$ cat src/rtl/alu_pkg.sv
// alu_pkg: shared definitions for the execute-stage arithmetic blocks.
//   div_state_t - sequential divider control states (IDLE / BUSY / DONE)
//   cnt_width() - iteration counter width for a given operand width
package alu_pkg;

  typedef enum logic [1:0] {
    IDLE = 2'd0,
    BUSY = 2'd1,
    DONE = 2'd2
  } div_state_t;

  function automatic int unsigned cnt_width(input int unsigned w);
    return (w > 1) ? $clog2(w) : 1;
  endfunction

endpackage

$ cat src/rtl/ripple_carry_adder.sv
// ripple_carry_adder: xlen-bit ripple-carry adder.
//   a, b       - addends
//   carry_in   - carry into bit 0
//   sum        - a + b + carry_in, truncated to xlen bits
//   carry_out  - carry out of the top bit
module ripple_carry_adder #(
  parameter int unsigned xlen = 32
) (
  input  logic [xlen-1:0] a,
  input  logic [xlen-1:0] b,
  input  logic            carry_in,
  output logic [xlen-1:0] sum,
  output logic            carry_out
);

  // Carry is a process-local variable so the chain does not form a
  // combinational loop through a vector signal.
  always_comb begin
    logic carry;
    sum   = '0;
    carry = carry_in;
    for (int unsigned i = 0; i < xlen; i++) begin
      sum[i] = a[i] ^ b[i] ^ carry;
      carry  = (a[i] & b[i]) | (carry & (a[i] ^ b[i]));
    end
    carry_out = carry;
  end

endmodule

$ cat src/rtl/seq_divider.sv
// seq_divider: multi-cycle restoring divider, one quotient bit per cycle.
//   clk, rst   - clock, synchronous active-high reset
//   start      - request a division (accepted while ready=1)
//   dividend   - numerator, sampled on the accepting edge
//   divisor    - denominator, sampled on the accepting edge
//   signed_op  - only with SEQ_DIVIDER_SIGNED_EN: two's-complement operands
//   ready      - high in IDLE and DONE
//   done       - one-cycle pulse, results valid in that cycle
//   quotient   - result, held until the next DONE or reset
//   remainder  - result, held until the next DONE or reset
// Divide by zero yields quotient all-ones, remainder = dividend, with no
// special path: a zero divisor never borrows.
module seq_divider
  import alu_pkg::*;
#(
  parameter int unsigned xlen = 32
) (
  input  logic            clk,
  input  logic            rst,
  input  logic            start,
  input  logic [xlen-1:0] dividend,
  input  logic [xlen-1:0] divisor,
`ifdef SEQ_DIVIDER_SIGNED_EN
  input  logic            signed_op,
`endif
  output logic            ready,
  output logic            done,
  output logic [xlen-1:0] quotient,
  output logic [xlen-1:0] remainder
);

  localparam int unsigned CW = cnt_width(xlen);

  div_state_t      state, state_next;
  logic [CW-1:0]   cnt;
  logic [xlen:0]   p, p_sh, d_inv, diff, p_next;
  logic [xlen-1:0] q, d, q_next;
  logic [xlen-1:0] mag_a, mag_b, q_res, r_res;
  logic            no_borrow, accept, last_iter;
  logic            unused_p_msb;

  assign accept    = start & ready;
  assign last_iter = (state == BUSY) && (cnt == '0);

  // State register
  always_ff @(posedge clk) begin
    if (rst) state <= IDLE;
    else     state <= state_next;
  end

  // Next-state logic
  always_comb begin
    state_next = state;
    case (state)
      IDLE:    if (start) state_next = BUSY;
      BUSY:    if (cnt == '0) state_next = DONE;
      DONE:    state_next = start ? BUSY : IDLE;
      default: state_next = IDLE;
    endcase
  end

  // Outputs
  always_comb begin
    ready = (state == IDLE) || (state == DONE);
    done  = (state == DONE);
  end

  // Trial subtraction P - D as P + ~D + 1; carry-out 1 means no borrow.
  assign p_sh  = {p[xlen-1:0], q[xlen-1]};
  assign d_inv = ~{1'b0, d};

  ripple_carry_adder #(.xlen(xlen + 1)) u_sub (
    .a         (p_sh),
    .b         (d_inv),
    .carry_in  (1'b1),
    .sum       (diff),
    .carry_out (no_borrow)
  );

  assign p_next = no_borrow ? diff : p_sh;
  assign q_next = {q[xlen-2:0], no_borrow};

  // P stays below D after every iteration, so its top bit never feeds back.
  assign unused_p_msb = p[xlen];

`ifdef SEQ_DIVIDER_SIGNED_EN
  logic a_neg, b_neg, neg_q, neg_r;

  always_comb begin
    a_neg = signed_op & dividend[xlen-1];
    b_neg = signed_op & divisor[xlen-1];
    mag_a = a_neg ? (~dividend + 1'b1) : dividend;
    mag_b = b_neg ? (~divisor + 1'b1) : divisor;
    q_res = neg_q ? (~q_next + 1'b1) : q_next;
    r_res = neg_r ? (~p_next[xlen-1:0] + 1'b1) : p_next[xlen-1:0];
  end

  // A zero divisor keeps the all-ones quotient unnegated.
  always_ff @(posedge clk) begin
    if (rst) begin
      neg_q <= 1'b0;
      neg_r <= 1'b0;
    end else if (accept) begin
      neg_q <= (a_neg ^ b_neg) & (divisor != '0);
      neg_r <= a_neg;
    end
  end
`else
  always_comb begin
    mag_a = dividend;
    mag_b = divisor;
    q_res = q_next;
    r_res = p_next[xlen-1:0];
  end
`endif

  // Datapath: Q register holds the remaining dividend bits in its upper
  // part and collects quotient bits from the bottom.
  always_ff @(posedge clk) begin
    if (rst) begin
      cnt       <= '0;
      p         <= '0;
      q         <= '0;
      d         <= '0;
      quotient  <= '0;
      remainder <= '0;
    end else if (accept) begin
      cnt <= CW'(xlen - 1);
      p   <= '0;
      q   <= mag_a;
      d   <= mag_b;
    end else if (state == BUSY) begin
      p <= p_next;
      q <= q_next;
      if (cnt != '0) cnt <= cnt - 1'b1;
      if (last_iter) begin
        quotient  <= q_res;
        remainder <= r_res;
      end
    end
  end

endmodule

$ cat config.mk
export PLATFORM = sky130hd
export DESIGN_NAME = seq_divider
export DESIGN_NICKNAME = d
export VERILOG_FILES = /design/src/rtl/alu_pkg.sv /design/src/rtl/ripple_carry_adder.sv /design/src/rtl/seq_divider.sv
export SDC_FILE = /design/constraint.sdc
export NUM_CORES = 1
export LEC_CHECK = 0
export BUFFER_PORTS_ARGS = -buffer_cell sky130_fd_sc_hd__buf_4
export CAP_MARGIN = 20
export CORE_MARGIN = 2
export CORE_UTILIZATION = 26
export DETAILED_ROUTE_END_ITERATION = 10
export PLACE_DENSITY_LB_ADDON = 0.08
export SKIP_LAST_GASP = 1
export SLEW_MARGIN = 10
export SYNTH_ARGS = -nofsm -noshare
export SYNTH_HDL_FRONTEND = slang
export SYNTH_SLANG_ARGS = --single-unit
$ cat constraint.sdc
create_clock -name clk -period 13 [get_ports clk]
set_clock_uncertainty 0.05 [all_clocks]
set_input_delay 3.9 -clock clk [delete_from_list [all_inputs] [get_ports clk]]
set_output_delay 3.9 -clock clk [all_outputs]
set_load 0.005 [all_outputs]
After elaboration in Yosys (flattened, before gate mapping)
Cells that the tools add are included.
{"block": "classes", "addsub": 1, "eq_ne": 4, "muxes": 10, "bitwise_logic": 166, "reduce_logical": 11}
{"op": "32-bit 2-to-1 mux", "count": 3}
{"op": "1-bit bitwise AND", "count": 66}
{"op": "1-bit bitwise XOR", "count": 64}
{"op": "32-bit NOT with 33-bit output", "count": 1}
{"op": "1-bit bitwise OR", "count": 33}
{"op": "5-bit 2-to-1 mux", "count": 3}
{"op": "2-bit case mux with 3 select lines", "count": 1}
{"op": "5-bit zero test", "count": 1}
{"op": "5-bit nonzero test", "count": 1}
{"op": "5-bit by 1-bit subtractor with 5-bit output, second input constant", "count": 1}
{"op": "2-bit 2-to-1 mux", "count": 2}
{"op": "2-bit AND reduction", "count": 2}
{"op": "2-bit nonzero test", "count": 2}
{"op": "3-bit AND reduction", "count": 1}
{"op": "2-bit by 1-bit equality test with 1-bit output, second input constant", "count": 1}
{"op": "2-bit equality test, second input constant", "count": 1}
{"op": "2-bit zero test", "count": 1}
{"op": "2-bit by 1-bit inequality test with 1-bit output, second input constant", "count": 1}
{"op": "2-bit inequality test, second input constant", "count": 1}
{"op": "1-bit NOT", "count": 2}
{"op": "2-bit OR reduction", "count": 1}
{"op": "1-bit logical AND", "count": 1}
{"op": "1-bit logical OR", "count": 1}
{"op": "1-bit 2-to-1 mux", "count": 1}
{"block": "totals", "ff_bits": 167, "inputBits": 67, "out_inout_bits": 66, "wordCells": 199}

Longest topological paths before layout
Gate-level depths: netlist (run 1).
{"block": "logic_depth", "word_depth": 69, "mapped_depth": 41, "ltp_nobuf": 39}

Cells and area by module
Synthesis (run 1) repeated with hierarchy kept, for this count alone.
{"block": "hier_totals", "hier_cells": 802, "hier_area_um2": 7064.3}
{"mod": "seq_divider", "n_inst": 1, "cells_per_inst": 759, "area_each_um2": 6366.1, "seq_area_each_um2": 3343.2}
{"mod": "ripple_carry_adder", "n_inst": 1, "cells_per_inst": 43, "area_each_um2": 698.2, "seq_area_each_um2": 0.0}

Worst setup path after synthesis (run 1)
Ideal clock, no wire load.
{"block": "synth_path", "path_type": "register to register", "startpoint": "reg q[31]", "endpoint": "reg remainder[10]", "setup_time_ns": 0.070, "arrival_time_ns": 12.875, "required_time_ns": 12.880, "path_slack_ns": 0.005, "path_stages_with_launch": 42, "path_buffers": 2, "synth_period_minus_slack_ns": 12.995, "path_cell_list": "dfxtp_1 > inv_1 > ha_1 > fa_1 > fa_1 > fa_1 > fa_1 > fa_1 > fa_1 > fa_1 > fa_1 > fa_1 > fa_1 > fa_1 > fa_1 > fa_1 > fa_1 > fa_1 > [6 not listed] > fa_1 > fa_1 > fa_1 > fa_1 > fa_1 > fa_1 > fa_1 > inv_1 > fa_1 > inv_1 > fa_1 > inv_1 > fa_1 > or2_2 > buf_2 > clkbuf_1 > o2111ai_1 > a21oi_1"}
{"block": "synth_via", "elab_chain_len": 67, "elab_cells_between_ends": 69, "classes_between": "mux (1); bitwise (68)"}
{"element": "start: declaration", "line_no": "seq_divider.sv:37", "text": "logic [xlen-1:0] q, d, q_next;"}
{"element": "start signal: assignment", "line_no": "seq_divider.sv:130", "text": "q <= mag_a;"}
{"element": "start signal: assignment", "line_no": "seq_divider.sv:134", "text": "q <= q_next;"}
{"element": "1-bit bitwise AND or 1-bit bitwise XOR (tied branches)", "line_no": "ripple_carry_adder.sv:24", "text": "carry = (a[i] & b[i]) | (carry & (a[i] ^ b[i]));"}
{"element": "1-bit bitwise OR *", "line_no": "ripple_carry_adder.sv:24"}
{"element": "1-bit bitwise AND *", "line_no": "ripple_carry_adder.sv:24"}
{"element": "1-bit bitwise OR *", "line_no": "ripple_carry_adder.sv:24"}
{"element": "1-bit bitwise AND *", "line_no": "ripple_carry_adder.sv:24"}
{"element": "1-bit bitwise OR *", "line_no": "ripple_carry_adder.sv:24"}
{"element": "1-bit bitwise AND *", "line_no": "ripple_carry_adder.sv:24"}
{"element": "1-bit bitwise OR *", "line_no": "ripple_carry_adder.sv:24"}
{"element": "[51 not listed]"}
{"element": "1-bit bitwise OR", "line_no": "ripple_carry_adder.sv:24"}
{"element": "1-bit bitwise AND", "line_no": "ripple_carry_adder.sv:24"}
{"element": "1-bit bitwise OR", "line_no": "ripple_carry_adder.sv:24"}
{"element": "1-bit bitwise AND", "line_no": "ripple_carry_adder.sv:24"}
{"element": "1-bit bitwise OR", "line_no": "ripple_carry_adder.sv:24"}
{"element": "1-bit bitwise AND", "line_no": "ripple_carry_adder.sv:24"}
{"element": "1-bit bitwise OR", "line_no": "ripple_carry_adder.sv:24"}
{"element": "32-bit 2-to-1 mux *", "line_no": "seq_divider.sv:80", "text": "assign p_next = no_borrow ? diff : p_sh;"}
{"element": "end signal: assignment", "line_no": "seq_divider.sv:138", "text": "remainder <= r_res;"}
{"element": "end: declaration", "line_no": "seq_divider.sv:29", "text": "output logic [xlen-1:0] remainder"}
Every way passes the cells marked *; elsewhere a longest branch is shown, timed or not.
A chain may end at the register's enable or synchronous reset.

Worst setup path after layout (run 1)
{"block": "layout_path", "startpoint": "reg q[31]", "endpoint": "reg remainder[3]"}
{"block": "layout_via", "elab_chain_len": 67, "elab_cells_between_ends": 69, "classes_between": "mux (1); bitwise (68)"}
{"element": "1-bit bitwise AND or 1-bit bitwise XOR (tied branches)", "line_no": "ripple_carry_adder.sv:24"}
{"element": "1-bit bitwise OR *", "line_no": "ripple_carry_adder.sv:24"}
{"element": "1-bit bitwise AND *", "line_no": "ripple_carry_adder.sv:24"}
{"element": "1-bit bitwise OR *", "line_no": "ripple_carry_adder.sv:24"}
{"element": "1-bit bitwise AND *", "line_no": "ripple_carry_adder.sv:24"}
{"element": "1-bit bitwise OR *", "line_no": "ripple_carry_adder.sv:24"}
{"element": "1-bit bitwise AND", "line_no": "ripple_carry_adder.sv:24"}
{"element": "1-bit bitwise OR", "line_no": "ripple_carry_adder.sv:24"}
{"element": "[51 not listed]"}
{"element": "1-bit bitwise OR", "line_no": "ripple_carry_adder.sv:24"}
{"element": "1-bit bitwise AND", "line_no": "ripple_carry_adder.sv:24"}
{"element": "1-bit bitwise OR", "line_no": "ripple_carry_adder.sv:24"}
{"element": "1-bit bitwise AND", "line_no": "ripple_carry_adder.sv:24"}
{"element": "1-bit bitwise OR", "line_no": "ripple_carry_adder.sv:24"}
{"element": "1-bit bitwise AND", "line_no": "ripple_carry_adder.sv:24"}
{"element": "1-bit bitwise OR", "line_no": "ripple_carry_adder.sv:24"}
{"element": "32-bit 2-to-1 mux *", "line_no": "seq_divider.sv:80"}
Marked as above.

==> results of run 1 <==
power breakdown:
group | internal [µW] | switching, µW
combinational | 167 | 225
sequential | 546 | 31.5
clock | 326 | 217
total | 1040 | 474
state kept, by name, indices dropped and copies added (netlist names):
name / cells
cnt: 5
state: 2
quotient: 32
p: 32
q: 32
remainder: 32
d: 32
repair_timing:
| action | in CTS | in global routing |
|---|---|---|
| setup buffers | 0 | 6 |
| hold buffers | 0 | 0 |
| cloned | 1 | 1 |
| pin swaps | 2 | 11 |
| resized for setup | 24 | 19 |
| setup endpoints to repair | 66 | 66 |
path summary, 6_finish.rpt:
check / startpoint / end / slack [ns] / depth (start not counted)
max: q[31] / remainder[3] / 0.42 / 41
min reg2reg: d[31] / d[31] / 0.42 / 2
min: d[31] / d[31] / 0.42 / 2
max reg2reg: q[31] / remainder[3] / 0.42 / 41
per-stage QoR:
step | instance area, µm² | std cells | TNS (ns) | hold slack [ns]
after floorplan | 7492 | 879 | 0 | 0.3863
after global placement | 8733 | 1324 | -16.77 | 0.3967
after detailed placement | 8733 | 1324 | -20.54 | 0.4025
after CTS | 9463 | 1355 | 0 | 0.4195
after global routing | 9599 | 1363 | -0.001764 | 0.4278
final | 9599 | 1363 | 0 | 0.4230
metal layers:
metal,up-vias,part of all wire,GRT usage
met2,121,0.48,0.2540
met1,3148,0.48,0.2158
met5,-,0,0
met4,0,0.0054,0.03396
met3,8,0.035,0.02763
li1,3306,-,-
synth_stat cells (2+ instances only):
master / instances / area share
inv_1: 40 / 0.020
a211oi_1: 7 / 0.0070
a31o_2: 2 / 0.0023
buf_4: 2 / 0.0020
nor3_1: 43 / 0.029
fa_1: 31 / 0.083
buf_2: 19 / 0.013
nor2_1: 13 / 0.0065
nor2b_1: 3 / 0.0025
nand2b_1: 3 / 0.0025
o2111ai_1: 30 / 0.035
a22oi_1: 2 / 0.0020
clkbuf_1: 48 / 0.024
o21ai_1: 19 / 0.013
o22ai_1: 20 / 0.017
ha_1: 3 / 0.0050
a311oi_1: 12 / 0.014
nor4_1: 4 / 0.0033
nand3_1: 33 / 0.022
a21oi_1: 130 / 0.087
buf_6: 4 / 0.0060
dfxtp_1: 167 / 0.45
nor3b_1: 2 / 0.0020
o21ai_0: 73 / 0.049
buf_1: 16 / 0.0080
nand2_1: 114 / 0.057
o211ai_1: 30 / 0.030
critical path, delay by kind of cell, from the launching register on:
| family | cells | cell delay [ns] |
|---|---|---|
| compound gates | 2 | 0.30 |
| fa+ha+maj | 32 | 11.12 |
| simple gates | 1 | 0.18 |
| buf+inv | 6 | 0.50 |
| flops | 1 | 0.33 |
cells by family (layout without fill, tap and decap cells):
kind of cell,Yosys count,count (layout),share of synthesized area
AOI/OAI and AO/OA,328,328,0.2595
and+or+nand+nor,220,220,0.1323
DFF,167,167,0.4462
buffers and inverters,129,229,0.07281
adders and majority gates,34,34,0.08784
muxes,1,1,0.001336
area by class of cell:
type,instances,share of cell area
clock buffer,19,0.04614
inverter,40,0.01564
timing repair buffer,159,0.1354
sequential,167,0.3483
clock inverter,11,0.01812
tap,384,0.05005
multi-input combinational,583,0.3863
==> impl_metrics.yaml, run 1 <==
synth:
  ys_seq_area_frac: 0.4462
  synth_edf_count: 0
  syn_nets: 980
  ys_types: 36
  synth.ff_latch_count: 167
  synthArstFlopShare: 0
  netlist_area_mm2: 0.007492
  synthCells: 879
  syn_area_per_cell_um2: 8.524
  synthFlopType: "dfxtp_1"
  ys_warn_count: 0
critical_path:
  critPathSlowestCell: "fa_2"
  critical_path_class: "flop to flop"
  cp_max_fo: 8
  cp-start-kind: "flop"
  worstPathArrival_ns: 12.86
  crit_path_end_kind: "flop"
  cpPeakStageDelay_ns: 0.42
  cpMostUsedCell: "fa_2"
  cp.required_ns: 13.29
clock_network:
  path_clk_slew_ns: 0.06
  clk_root_buffer_cell: "clkbuf_16"
  cts_buffers: 17
  ctsLongestPathBuffers: 2
  htree_levels: 4
  clkSinkCount: 167
  worstSkewPairLatency_ns: 0.42
  cts_tree: "done"
final_layout:
  num-fill-cells: 3093
  final_cell_mix: "dfxtp_1, buf_4, a21oi_1, nand2_1, o21ai_0"
  final_nets: 1069
  regArea_mm2: 0.003343
  multi_input_area_mm2: 0.003709
  drive_gt1_frac: 0.2329
  area_growth_pct: 28.12
  final_core_util: 0.3363
  final_common_cell: "dfxtp_1"
  diodes: 0
placement:
  gp_congestion: 0.7156
  hpwlAfterDp_um: 14290
  io_buffers: 132
  place_ws_ns: -0.3856
global_route:
  grt_max_degree: 84
  grt_pass1_wl_um: 37590
  grt_overflow: 0
  grt_pass1_vias: 6575
  antenna_found_initial: 0
  grt_usage: 0.1558
routing:
  via_per_inst: 4.830
  wl_um: 23460
  dr.pass1.iters: 4
  drc: 0
  first_iter_violations: 412
  ant_nets: 0
  vias: 6583
  routedWlPerCell_um: 17.21
die:
  fp.dieH_um: 173.8
  core_area_mm2: 0.02855
  core.rowCount: 62
  die-area_mm2: 0.03019
  dieWidth_um: 173.8
  start_util: 0.2624
  boundaryPins: 133
timing:
  max_clock_freq_mhz: 79.52
  min_period_over_period: 0.9673
  slew_headroom: 0.3528
  period_needed_ns: 12.58
  hold_viol: 0
  layout_setup_ws_ns: 0.4245
  slew_viol_final: 0
  setup_viol: 0
  tightest_slew_ns: 0.9708
run:
  max-cap-violations: 0
outcome:
  status: "complete, no violations"
min_path:
  worstHoldPathType: "flop to flop"
pwr:
  power_density_mw_per_mm2: 157.6
  power_uw: 1513
  leakage_uw: 0.003313
  vdd_drop_max_mv: 0.07723
(Power assumes the default switching activity.)
==> run 2: changes to the inputs <==
--- a/config.mk
+++ b/config.mk
@@ -5,11 +5,13 @@
 export SDC_FILE = /design/constraint.sdc
 export NUM_CORES = 1
 export LEC_CHECK = 0
+export ABC_AREA = 1
 export BUFFER_PORTS_ARGS = -buffer_cell sky130_fd_sc_hd__buf_4
 export CAP_MARGIN = 20
 export CORE_MARGIN = 2
 export CORE_UTILIZATION = 26
 export DETAILED_ROUTE_END_ITERATION = 10
+export GPL_ROUTABILITY_DRIVEN = 0
 export PLACE_DENSITY_LB_ADDON = 0.08
 export SKIP_LAST_GASP = 1
 export SLEW_MARGIN = 10
==> impl_metrics.yaml, run 2 <==
synth:
  synthCells: 933
  synth.ff_latch_count: 167
  syn_nets: 1034
  syn_area_per_cell_um2: 7.794
  synth_area_leaders: "dfxtp_1, nor2_1, nand2_1"
  netlist_area_mm2: 0.007272
  synth_edf_count: 0
  ys_seq_area_frac: 0.4597
  synth.most_common_cell: "nor2_1"
  ys_types: 26
  yosys.area.top_type_share: 0.4597
  post-synth-top-area-cell: "dfxtp_1"
  synth_common_cells: "nor2_1, nand2_1, dfxtp_1, o21ai_0, a21oi_1"
  synthArstFlopShare: 0
  synthFlopType: "dfxtp_1"
  ys_warn_count: 0
timing:
  fin_tns_setup_ns: 0
  hold_viol: 0
  rsz0062_at_grt: "no"
  tightest_slew_ns: 1.025
  setup_viol: 0
  slew_headroom: 0.3166
  max_clock_freq_mhz: 79.55
  period_needed_ns: 12.57
  hold_ws_ns: 0.4119
  slew_viol_final: 0
  min_period_over_period: 0.9670
clock_network:
  cts_buffers: 17
  htree_levels: 4
  ctsLongestPathBuffers: 2
  worstSkewPairLatency_ns: 0.42
  cts_tree: "done"
  clk_root_buffer_cell: "clkbuf_16"
  path_clk_slew_ns: 0.06
  postCtsSetupBuffers: 0
  cts_hold_buffers: 0
  clkSinkCount: 167
final_layout:
  num-fill-cells: 3024
  diodes: 0
  final_nets: 1143
  area_growth_pct: 27.60
  drive_gt1_frac: 0.2246
  final_cell_mix: "nor2_1, nand2_1, dfxtp_1, buf_4, o21ai_0"
  final_common_cell: "nor2_1"
die:
  core_area_mm2: 0.02763
  fp.dieH_um: 171.2
  boundaryPins: 133
  dieWidth_um: 171.2
  start_util: 0.2632
  core.rowCount: 61
  die-area_mm2: 0.02932
global_route:
  use_met1: 0.1971
  grt_overflow: 0
  antenna_found_initial: 0
  grt_pass1_wl_um: 34420
  grt_max_degree: 93
  grt_usage: 0.1513
  use_met2: 0.2595
  grt_busiest_layer: "met2"
  grt_use_met3: 0.03037
  grt_pass1_vias: 6472
min_path:
  whs_endpoint: "remainder[29]"
  worstHoldPathType: "flop to flop"
  worstHoldStart: "remainder[29]"
  hold_depth: 2
routing:
  dr.pass1.iters: 6
  ant_nets: 0
  vias: 6177
  routedWlPerCell_um: 14.80
  first_iter_violations: 265
  drc: 0
  via_per_inst: 4.311
  wl_um: 21200
critical_path:
  critical_path_class: "flop to flop"
  crit_path_end_kind: "flop"
  cp.required_ns: 13.26
  reg2reg_depth: 42
  critPathSlowestCell: "fa_1"
  r2r-end: "p[0]"
  cpPeakStageDelay_ns: 0.40
  rrSetupSlack_ns: 0.43
  worstPathArrival_ns: 12.83
  reg2reg_from: "q[31]"
  cp-start-kind: "flop"
  cpMostUsedCell: "fa_2"
  cp_max_fo: 28
pwr:
  power_uw: 1485
  power_density_mw_per_mm2: 160.1
  vdd_drop_max_mv: 0.07358
  leakage_uw: 0.003820
placement:
  hpwlAfterDp_um: 13260
  io_buffers: 132
outcome:
  status: "complete, no violations"
run:
  max-cap-violations: 0
run 2: changes by cell type after synthesis, moves of 30 or more:
cell	before	now
nor2_1	13	177
nand2_1	114	173
a21oi_1	130	75
nor3_1	43	0
o21ai_0	73	109
o2111ai_1	30	0
run 2: metrics by stage:
| step | setup WS, ns | instances | cell area (µm²) | util |
|---|---|---|---|---|
| 2_1_floorplan | 0.2374 | 933 | 7272 | - |
| 3_3_place_gp | -0.4681 | 1401 | 8602 | 0.3113 |
| 3_5_place_dp | -0.5305 | 1401 | 8602 | 0.3113 |
| 4_1_cts | 0.002941 | 1433 | 9249 | 0.3348 |
| 5_1_grt | 0.009584 | 1433 | 9279 | 0.3358 |
| 6_report | 0.4286 | 1433 | 9279 | 0.3358 |
run 2: repair_timing:
action	in CTS	in global routing
resized for setup	31	17
pin swaps	0	1
setup endpoints to repair	66	66
run 2: layer usage:
metal  wire length, µm  vias up
met5                 0        -
met4               123        0
met3               666        8
met2             10190       99
met1             10220     2875
li1                  -     3195
run 2: worst max-delay path by stage:
| stage | start | endpoint | slack (ns) | depth (start not counted) |
|---|---|---|---|---|
| 2_1_floorplan | q[31] | remainder[15] | 0.24 | 41 |
| 3_3_place_gp | q[31] | p[7] | -0.47 | 41 |
| 3_5_place_dp | q[31] | p[7] | -0.53 | 41 |
| 4_1_cts | q[31] | p[0] | 0.003 | 42 |
| 5_1_grt | q[31] | p[5] | 0.01 | 42 |
| 6_report | q[31] | p[0] | 0.43 | 42 |
run 2: cell families after synthesis:
kind of cell,count (synthesis),share of synthesized area
AOI/OAI and AO/OA,218,0.1571
xor gates and xnor gates,1,0.001205
adders and majority gates,34,0.09050
buffers and inverters,116,0.07089
DFF,167,0.4597
and+or+nand+nor,397,0.2206
run 2: layout make-up:
type / instances / area, µm² / area share
Tap cell: 378 / 473.0 / 0.05097
Timing Repair Buffer: 148 / 1149 / 0.1238
Multi-Input combinational cell: 650 / 3478 / 0.3749
Sequential cell: 167 / 3343 / 0.3603
Clock buffer: 17 / 425.4 / 0.04585
Clock inverter: 15 / 191.4 / 0.02063
Inverter: 58 / 219.0 / 0.02360
run 2: worst max-delay path, delay by kind of cell, from the launching register on:
family	cells	cell delay [ns]
buf+inv	6	0.49
simple gates	2	0.14
compound gates	2	0.25
fa+ha+maj	32	11.18
flops	1	0.33
run 2: where the power goes:
part	internal (µW)	switching, µW	total, µW
Sequential	559	36.0	595
Clock	307	230	537
Combinational	145	208	353
Total	1010	474	1490
